--- src/rtl/lsu_pkg.sv ---
// Shared types and constants for the load/store access controller.
// Latency: n/a (declarations only).
// Backpressure: n/a.
package lsu_pkg;

  typedef enum logic [1:0] {
    SZ_BYTE = 2'b00,
    SZ_HALF = 2'b01,
    SZ_WORD = 2'b10,
    SZ_RSVD = 2'b11
  } lsu_size_e;

  typedef enum logic [1:0] {
    ST_IDLE   = 2'd0,
    ST_MEM    = 2'd1,
    ST_PERIPH = 2'd2,
    ST_RESP   = 2'd3
  } lsu_state_e;

  localparam logic [1:0] ADDR_SEL_MEM    = 2'b00;
  localparam logic [1:0] ADDR_SEL_PERIPH = 2'b10;
  localparam logic [1:0] ADDR_SEL_NONE   = 2'b11;

  localparam int PERIPH_BIT = 11;

  // Request captured at handshake and held for the whole access.
  typedef struct packed {
    logic [11:0] addr;
    logic        we;
    lsu_size_e   size;
    logic        uns;
    logic [31:0] wdata;
  } lsu_req_t;

  // Misaligned half/word or reserved size: such requests never reach a target.
  function automatic logic lsu_misaligned(input logic [1:0] a, input lsu_size_e s);
    logic bad;
    bad = 1'b0;
    case (s)
      SZ_BYTE: bad = 1'b0;
      SZ_HALF: bad = a[0];
      SZ_WORD: bad = (a != 2'b00);
      default: bad = 1'b1;
    endcase
    return bad;
  endfunction

endpackage

--- src/rtl/lsu_align.sv ---
// Store lane replication / byte-mask generation and load extract / extend.
// Latency: combinational.
// Backpressure: none; follows the registered request of lsu_ctrl.
// Ports: i_size/i_unsigned/i_addr (registered request fields), i_wdata
//        (right-aligned store data), i_rdata (raw target read data),
//        o_wdata/o_bmask (lane-aligned store), o_rdata (extended load).
module lsu_align
  import lsu_pkg::*;
(
  input  lsu_size_e   i_size,
  input  logic        i_unsigned,
  input  logic [1:0]  i_addr,
  input  logic [31:0] i_wdata,
  input  logic [31:0] i_rdata,
  output logic [31:0] o_wdata,
  output logic [3:0]  o_bmask,
  output logic [31:0] o_rdata
);

  logic [7:0]  w_byte;
  logic [15:0] w_half;

  // Store side: replicate so every enabled lane sees the right bytes.
  always_comb begin
    o_wdata = i_wdata;
    o_bmask = 4'b0000;
    case (i_size)
      SZ_BYTE: begin
        o_wdata = {4{i_wdata[7:0]}};
        o_bmask = 4'b0001 << i_addr;
      end
      SZ_HALF: begin
        o_wdata = {2{i_wdata[15:0]}};
        o_bmask = 4'b0011 << i_addr;
      end
      SZ_WORD: begin
        o_wdata = i_wdata;
        o_bmask = 4'b1111;
      end
      default: begin
        o_wdata = i_wdata;
        o_bmask = 4'b0000;
      end
    endcase
  end

  // Load side: pick the addressed lane, then sign- or zero-extend.
  always_comb begin
    w_byte = 8'h00;
    case (i_addr)
      2'd0:    w_byte = i_rdata[7:0];
      2'd1:    w_byte = i_rdata[15:8];
      2'd2:    w_byte = i_rdata[23:16];
      default: w_byte = i_rdata[31:24];
    endcase
    w_half = i_addr[1] ? i_rdata[31:16] : i_rdata[15:0];

    o_rdata = 32'h0;
    case (i_size)
      SZ_BYTE: o_rdata = {{24{~i_unsigned & w_byte[7]}}, w_byte};
      SZ_HALF: o_rdata = {{16{~i_unsigned & w_half[15]}}, w_half};
      SZ_WORD: o_rdata = i_rdata;
      default: o_rdata = 32'h0;
    endcase
  end

endmodule

--- src/rtl/lsu_ctrl.sv ---
// Load/store access controller: one request at a time to data memory or peripheral bus.
// Latency: memory response in cycle MEM_LAT+1, peripheral one cycle after ack, error in cycle 1.
// Backpressure: req_ready_o low from cycle 1 until back in IDLE; response has no backpressure.
// Ports: req_* (LSU request), addr_sel_o/addr_o (address demux), mem_*/periph_*
//        (target strobes and read data), bmask_o/wdata_o (aligned store),
//        rsp_* (one-cycle response), busy_o (pipeline stall).
// Optional: LSU_CTRL_TIMEOUT_EN enables the peripheral ack timeout (TIMEOUT_CYC).
module lsu_ctrl
  import lsu_pkg::*;
#(
  parameter int MEM_LAT     = 2,
  parameter int TIMEOUT_CYC = 16
) (
  input  logic        clk_i,
  input  logic        rst_i,
  input  logic        req_valid_i,
  output logic        req_ready_o,
  input  logic [11:0] req_addr_i,
  input  logic        req_we_i,
  input  logic [1:0]  req_size_i,
  input  logic        req_unsigned_i,
  input  logic [31:0] req_wdata_i,
  output logic [1:0]  addr_sel_o,
  output logic [11:0] addr_o,
  output logic        mem_en_o,
  output logic        mem_we_o,
  output logic        periph_en_o,
  output logic        periph_we_o,
  output logic [3:0]  bmask_o,
  output logic [31:0] wdata_o,
  input  logic [31:0] mem_rdata_i,
  input  logic [31:0] periph_rdata_i,
  input  logic        periph_ack_i,
  output logic        rsp_valid_o,
  output logic [31:0] rsp_rdata_o,
  output logic        rsp_err_o,
  output logic        busy_o
);

  localparam int CW = (MEM_LAT > 1) ? $clog2(MEM_LAT) : 1;

  lsu_state_e  r_state;
  lsu_state_e  w_state_nxt;
  lsu_req_t    r_req;
  logic        r_err;
  logic [31:0] r_rdata;
  logic [CW-1:0] r_cnt;

  logic        w_accept;
  logic        w_in_err;
  logic        w_capture;
  logic [31:0] w_ld_raw;
  logic [31:0] w_ld_ext;
  logic [31:0] w_st_data;
  logic [3:0]  w_st_bmask;

`ifdef LSU_CTRL_TIMEOUT_EN
  localparam int TW = (TIMEOUT_CYC > 1) ? $clog2(TIMEOUT_CYC) : 1;
  logic [TW-1:0] r_tcnt;
  logic          w_tmo;
`else
  logic w_unused_timeout;
  assign w_unused_timeout = (TIMEOUT_CYC != 0);
`endif

  assign w_accept = req_valid_i && (r_state == ST_IDLE);
  assign w_in_err = lsu_misaligned(req_addr_i[1:0], lsu_size_e'(req_size_i));
  // Read data source follows the active target.
  assign w_ld_raw = (r_state == ST_PERIPH) ? periph_rdata_i : mem_rdata_i;

  lsu_align u_align (
    .i_size     (r_req.size),
    .i_unsigned (r_req.uns),
    .i_addr     (r_req.addr[1:0]),
    .i_wdata    (r_req.wdata),
    .i_rdata    (w_ld_raw),
    .o_wdata    (w_st_data),
    .o_bmask    (w_st_bmask),
    .o_rdata    (w_ld_ext)
  );

  always_ff @(posedge clk_i or posedge rst_i) begin
    if (rst_i) r_state <= ST_IDLE;
    else       r_state <= w_state_nxt;
  end

  always_comb begin
    w_state_nxt = r_state;
    w_capture   = 1'b0;
    req_ready_o = 1'b0;
    addr_sel_o  = ADDR_SEL_NONE;
    mem_en_o    = 1'b0;
    mem_we_o    = 1'b0;
    periph_en_o = 1'b0;
    periph_we_o = 1'b0;
    bmask_o     = 4'b0000;
    rsp_valid_o = 1'b0;
    rsp_rdata_o = 32'h0;
    rsp_err_o   = 1'b0;
`ifdef LSU_CTRL_TIMEOUT_EN
    w_tmo       = 1'b0;
`endif
    case (r_state)
      ST_IDLE: begin
        req_ready_o = 1'b1;
        if (req_valid_i) begin
          if (w_in_err)                     w_state_nxt = ST_RESP;
          else if (req_addr_i[PERIPH_BIT])  w_state_nxt = ST_PERIPH;
          else                              w_state_nxt = ST_MEM;
        end
      end
      ST_MEM: begin
        addr_sel_o = ADDR_SEL_MEM;
        mem_en_o   = 1'b1;
        mem_we_o   = r_req.we;
        bmask_o    = w_st_bmask;
        if (r_cnt == '0) begin
          w_capture   = 1'b1;
          w_state_nxt = ST_RESP;
        end
      end
      ST_PERIPH: begin
        addr_sel_o  = ADDR_SEL_PERIPH;
        periph_en_o = 1'b1;
        periph_we_o = r_req.we;
        bmask_o     = w_st_bmask;
        if (periph_ack_i) begin
          w_capture   = 1'b1;
          w_state_nxt = ST_RESP;
        end
`ifdef LSU_CTRL_TIMEOUT_EN
        // An ack on the final allowed cycle still completes normally.
        else if (r_tcnt == TW'(TIMEOUT_CYC - 1)) begin
          w_tmo       = 1'b1;
          w_state_nxt = ST_RESP;
        end
`endif
      end
      ST_RESP: begin
        rsp_valid_o = 1'b1;
        rsp_rdata_o = r_rdata;
        rsp_err_o   = r_err;
        w_state_nxt = ST_IDLE;
      end
      default: w_state_nxt = ST_IDLE;
    endcase
  end

  always_ff @(posedge clk_i or posedge rst_i) begin
    if (rst_i) begin
      r_req   <= '0;
      r_err   <= 1'b0;
      r_rdata <= 32'h0;
      r_cnt   <= '0;
`ifdef LSU_CTRL_TIMEOUT_EN
      r_tcnt  <= '0;
`endif
    end else begin
      if (w_accept) begin
        r_req.addr  <= req_addr_i;
        r_req.we    <= req_we_i;
        r_req.size  <= lsu_size_e'(req_size_i);
        r_req.uns   <= req_unsigned_i;
        r_req.wdata <= req_wdata_i;
        r_err       <= w_in_err;
        r_rdata     <= 32'h0;
        r_cnt       <= CW'(MEM_LAT - 1);
`ifdef LSU_CTRL_TIMEOUT_EN
        r_tcnt      <= '0;
`endif
      end
      if (r_state == ST_MEM && r_cnt != '0)
        r_cnt <= r_cnt - CW'(1);
      // Stores always respond with zero data.
      if (w_capture)
        r_rdata <= r_req.we ? 32'h0 : w_ld_ext;
`ifdef LSU_CTRL_TIMEOUT_EN
      if (r_state == ST_PERIPH)
        r_tcnt <= r_tcnt + TW'(1);
      if (w_tmo) begin
        r_err   <= 1'b1;
        r_rdata <= 32'h0;
      end
`endif
    end
  end

  assign addr_o  = r_req.addr;
  assign wdata_o = w_st_data;
  assign busy_o  = (r_state != ST_IDLE);

endmodule

--- config.mk ---
export PLATFORM = sky130hd
export DESIGN_NAME = lsu_ctrl
export DESIGN_NICKNAME = d
export VERILOG_FILES = /design/src/rtl/lsu_pkg.sv /design/src/rtl/lsu_align.sv /design/src/rtl/lsu_ctrl.sv
export SDC_FILE = /design/constraint.sdc
export NUM_CORES = 1
export LEC_CHECK = 0
export CORE_ASPECT_RATIO = 0.5
export CORE_MARGIN = 1
export CORE_UTILIZATION = 45
export DETAILED_ROUTE_END_ITERATION = 12
export PLACE_DENSITY = 0.82
export SLEW_MARGIN = 20
export SYNTH_ARGS = -nofsm -noshare
export SYNTH_HDL_FRONTEND = slang
export SYNTH_HIERARCHICAL = 1
export SYNTH_SLANG_ARGS = --single-unit
--- constraint.sdc ---
create_clock -name clk_i -period 3.7 [get_ports clk_i]
set_input_delay 0.74 -clock clk_i [delete_from_list [all_inputs] [get_ports clk_i]]
set_output_delay 0.74 -clock clk_i [all_outputs]
set_load 0.02 [all_outputs]
# Word level (Yosys, flattened, before mapping)
# Index checks and enable logic that the tools add are counted.
[totals] ff_bits=84 wordCells=70 out_inout_bits=90 inputBits=116
[op_classes] bitwise_logic=3 shifts=2 eq_ne=12 n_reduce_logical=12 muxes=31 add_sub_neg=1
[ops] operator="$mux W32" count=5
[ops] operator="$pmux W32 S3" count=1
[ops] operator="$pmux W32 S2" count=1
[ops] operator="$pmux W8 S3" count=1
[ops] operator="$mux W16" count=1
[ops] operator="$pmux W4 S3" count=1
[ops] operator="$mux W1" count=11
[ops] operator="$eq A2 B2 Y1 const B" count=5
[ops] operator="$mux W2" count=5
[ops] operator="$eq A2 B1 Y1 const B" count=4
[ops] operator="$logic_not A2 Y1" count=4
[ops] operator="$pmux W2 S4" count=1
[ops] operator="$reduce_bool A2 Y1" count=4
[ops] operator="$ne A2 B2 Y1 const B" count=3
[ops] operator="$mux W4" count=1
[ops] operator="$pmux W2 S2" count=1
[ops] operator="$shl A1 B2 Y4 const A" count=1
[ops] operator="$shl A2 B2 Y4 const A" count=1
[ops] operator="$pmux W1 S3" count=1
[ops] operator="$reduce_and A3 Y1" count=1
[ops] operator="$and A1 B1 Y1" count=2
[ops] operator="$logic_and A1 B1 Y1" count=2
[ops] operator="$pmux W1 S2" count=1
[ops] operator="$reduce_or A2 Y1" count=1
[ops] operator="2 further kinds" count=2

# Longest topological paths before layout
[logic_depth] word_depth=7 ltp_mapped=12 mapped_depth_nobuf=8

# By module
# The synthesis kept the hierarchy.
[modules_own_cells] mod="lsu_ctrl" cells_each=362 area_per_inst_um2=4377.9 instances=1 seq_area_each_um2=2102.0
[modules_own_cells] mod="lsu_align" cells_each=161 area_per_inst_um2=1207.4 instances=1 seq_area_each_um2=0.0

# Worst setup path after synthesis
# OpenSTA, ideal clock, no wires.
[synth_timing] path_kind="register -> register" startpoint="register r_state[0]" endpoint="register r_rdata[23]" required_ns=3.577 t_arrival_ns=2.678 path_stages_with_launch=13 n_path_buf=4 path_slack_ns=0.899 period_less_slack_ns=2.801 setup_ns=0.123 path_cell_list="dfrtp_1 > inv_1 > ha_1 > buf_6 > buf_2 > mux2_2 > mux4_2 > and3b_1 > buf_6 > buf_6 > a211o_1 > nand2b_1 > mux2i_1"
[synth_via] elab_chain_cells=7 elab_cells_between_ends=14 cone_classes="eq/ne (2); mux (7); bitwise (2); reduce/logical (3)"
[synth_lines] item="from (decl)" line_no="lsu_ctrl.sv:42" text="lsu_state_e r_state;"
[synth_lines] item="from (signal assigned)" line_no="lsu_ctrl.sv:84" text="else r_state <= w_state_nxt;"
[synth_lines] item="$eq A2 B2 Y1 *" line_no="lsu_ctrl.sv:69" text="assign w_ld_raw = (r_state == ST_PERIPH) ? periph_rdata_i : mem_rdata_i;"
[synth_lines] item="$mux W32 *" line_no="lsu_ctrl.sv:69"
[synth_lines] item="named net w_ld_raw[15]" line_no="lsu_ctrl.sv:52" text="logic [31:0] w_ld_raw;"
[synth_lines] item="$pmux W8 S3 / $mux W16 (equally long branches)" line_no="lsu_align.sv:50, lsu_align.sv:56"
[synth_lines] item="$and A1 B1 Y1 (on tied branches)" line_no="lsu_align.sv:60, lsu_align.sv:61"
[synth_lines] item="$pmux W32 S3 *" line_no="lsu_align.sv:59" text="case (i_size)"
[synth_lines] item="named net w_ld_ext[23]" line_no="lsu_ctrl.sv:53" text="logic [31:0] w_ld_ext;"
[synth_lines] item="$mux W32 *" line_no="lsu_ctrl.sv:176" text="r_rdata <= r_req.we ? 32'h0 : w_ld_ext;"
[synth_lines] item="$mux W32 *" line_no="lsu_ctrl.sv:175" text="if (w_capture)"
[synth_lines] item="to (signal assigned)" line_no="lsu_ctrl.sv:176"
[synth_lines] item="to (decl)" line_no="lsu_ctrl.sv:46" text="logic [31:0] r_rdata;"
# Mark *: on every way through the listed nets, which the timed path passes. The rest lies on a longest branch.
# A chain may end at the register's enable or synchronous reset.

# Worst setup path in the final report
[layout_timing] startpoint="register r_state[0]" endpoint="output port periph_we_o"
[layout_via] elab_chain_cells=2
[layout_lines] item="$eq A2 B2 Y1" line_no="lsu_ctrl.sv:103" text="case (r_state)"
[layout_lines] item="$mux W1" line_no="lsu_ctrl.sv:103"
[layout_lines] item="to (decl)" line_no="lsu_ctrl.sv:28" text="output logic periph_we_o,"
# No other way between the ends.

==> reports/results.ini <==
[global_route]
use_met2_pct = 41.7
grt_most_used_layer = met2
grt_overflow_total = 0
grt.total_usage_pct = 23.1
grt_pass1_vias = 4417
grt_util_met3_pct = 6.38
antenna_found_initial = 0
grt_pass1_wl_mm = 23.1
grt_max_degree = 84
grt_use_met1_pct = 27.3

[setup_path]
path_cells = inv_1 > ha_1 > buf_4 > and2_1 > clkdlybuf4s50_1
cp-endpoint = periph_we_o
required_ns = 2.96
r2r_slack_ns = 0.66
worstSetupEndpointType = primary output
worst_setup_path_start_kind = flop
crit_path_start = r_state[0]
critPathMaxStageDelay_ns = 0.61
worst_path_max_delay_cell = clkdlybuf4s50_1
rr_worst_depth = 8
cp_max_fo = 25
reg2reg_to = r_rdata[28]
arrival_ns = 2.55
path_class = reg2out
r2r-start = r_state[0]

[sta]
timing.fmax_mhz = 304
hold_viol = 0
period_share_pct = 89.0
finalClockSkew_ns = 0.00550
tns_ns = 0
rsz0062_at_grt = false
worst_pin_slew_ns = 1.03
drv_slew = 0
finalSetupViolCount = 0
fin_crit_ns = 3.29
slew_headroom_pct = 31.1

[finish]
final_layout_size_suffix_gt1_share_pct = 14.1
n_antenna_cell = 0
synthToLayoutAreaGrowth_pct = 40.3
final_nets = 809
utilization_pct = 65.6
nFillCells = 963

[logic_synthesis]
synth_area_um2 = 5590
synth.avg_cell_area_um2 = 10.7
syn_inst = 523
seq_area_frac_synth_pct = 37.6
ys_warn_count = 6
synth-seq-cells = 84
synth.distinct_cells = 40
synth_fp_nets = 643

[clocking]
cts_max_level = 3
clk_pin_slew_ns = 0.06
postCtsSetupRepairBufs = 0
clk_path_buf_depth = 2
cts.repair.resized = 0
clock-sinks = 84
cts_buffers = 9
clk_latency_ns = 0.33
root_buffer = clkbuf_16
tritoncts = yes
hold_buffers = 0

[min_path]
hold_class = reg2reg

[route]
num_vias = 4497
drc = 0
drtIter0Drc = 220
ant_nets = 0
drt_pass1_iterations = 4
totalWireLength_mm = 15.0
wire_per_inst_um = 17.5
routed_via_density = 5.24

[power_and_ir_drop]
power.density_nw_per_um2 = 887
p_leak_uw = 0.00354
ir_drop_mv = 0.610

[job]
maxCapViolations = 0

[placed_design]
dp_hpwl_mm = 10.9
portBuffers = 205
gp_congestion = 0.828

[floorplan]
start_util_pct = 46.8
die_area_um2 = 12900
die_w_um = 160
die_y_um = 80.8
row_count = 28
core_area_um2 = 11900
pin_count = 206

[outcome]
status = finished clean

[worst min-delay path by stage]
| stage | from | depth (start not counted) | slack, ns | endpoint |
|---|---|---|---|---|
| after CTS | r_err | 2 | 0.48 | r_err |
| after global placement | r_err | 2 | 0.47 | r_err |
| after floorplan | r_err | 2 | 0.44 | r_err |
| final | r_err | 2 | 0.48 | r_err |
| after global routing | r_req[22] | 1 | 0.51 | r_req[22] |
| after detailed placement | r_err | 2 | 0.47 | r_err |
[power by group]
part           switching, µW  internal (µW)  leakage, µW
clock                    384            596     0.000161
sequential               320           1300      0.00105
combinational           2180           2170      0.00233
[cell usage after synthesis, drive strengths merged]
cell type,count,area share [%]
buf,45,6.7
a21o,1,0.13
o21bai,2,0.27
nor3b,1,0.13
dfrtp,84,38
nor3,4,0.45
a211o,25,3.9
mux4,1,0.40
o31ai,1,0.13
o211ai,1,0.13
nand2b,34,3.8
nand2,49,3.3
clkinv,1,0.067
a31oi,1,0.11
a32o,1,0.18
or2,1,0.11
a22o,2,0.31
and2,40,4.5
clkbuf,15,1.0
o2bb2ai,7,1.1
nor2,12,0.85
mux2,96,19
a2111oi,1,0.27
and3b,1,0.16
ha,4,0.90
o21ai,19,1.9
a21oi,2,0.18
inv,6,0.40
nor2b,6,0.81
mux2i,60,11
[sequential cells by signal (all words and copies together) (netlist names)]
signal,cells
addr_o,12
r_rdata,32
r_req,36
r_cnt,1
r_state,2
r_err,1
[kinds of logic (layout without fill, tap and decap cells)]
family / Yosys count / count (layout) / synth area share (%)
flip-flops: 84 / 84 / 37.6
AO/OA/AOI/OAI: 63 / 63 / 8.65
buffers and inverters: 67 / 238 / 8.18
adder cells (fa/ha/maj): 4 / 4 / 0.896
AND/OR/NAND/NOR: 148 / 148 / 14.1
multiplexers: 157 / 157 / 30.5
[routing by layer]
layer	vias up	part of all wire [%]	wire length, µm
met1	2198	42	6250
li1	2131	-	-
met5	-	0	0
met4	0	1.7	260
met3	19	6.3	954
met2	149	50	7580
[layout make-up]
cell class              instances  area [µm²]  area share, %
clock buffers                   9         225           2.87
well taps                     165         206           2.64
clock inverters                 7        96.3           1.23
flip-flops and latches         84        2100           26.8
inverters                       7        27.5          0.351
repair buffers                215        2140           27.3
multi-input cells             372        3040           38.8
[stage by stage]
stage          power (µW)  worst slack, ns  std cells  hold WS (ns)  instance area [µm²]
6_report             6950            0.409        859         0.483                 7830
5_1_grt              7370            0.241        859         0.508                 7830
4_1_cts              7000            0.376        859         0.485                 7830
3_5_place_dp         5980            0.645        843         0.470                 7510
3_3_place_gp         5880            0.760        843         0.466                 7510
2_1_floorplan        4660            0.795        523         0.441                 5590
[cell usage in the layout, fill, tap and decap left out, types with 3 or more instances in the layout]
cell	Yosys	final
mux2_2	61	61
inv_1	6	5
clkinv_2	0	3
dfrtp_1	84	84
clkdlybuf4s50_1	0	205
nand2_1	49	48
mux2i_1	60	60
inv_6	0	3
ha_1	4	4
nand2b_1	34	34
a211o_1	25	25
and2_1	39	39
mux2_1	35	35
nor2_1	11	11
nor3_1	3	3
o21ai_0	18	18
buf_4	21	9
nor2b_1	5	4
clkbuf_16	0	9
o2bb2ai_1	7	7
[critical path: cells and delay by family (launching register included)]
| kind | cells | cell delay (ns) |
|---|---|---|
| buffers and inverters | 3 | 1.13 |
| adders and majority gates | 1 | 0.50 |
| DFF | 1 | 0.41 |
| and+or+nand+nor | 1 | 0.18 |
(Power assumes the default switching activity.)
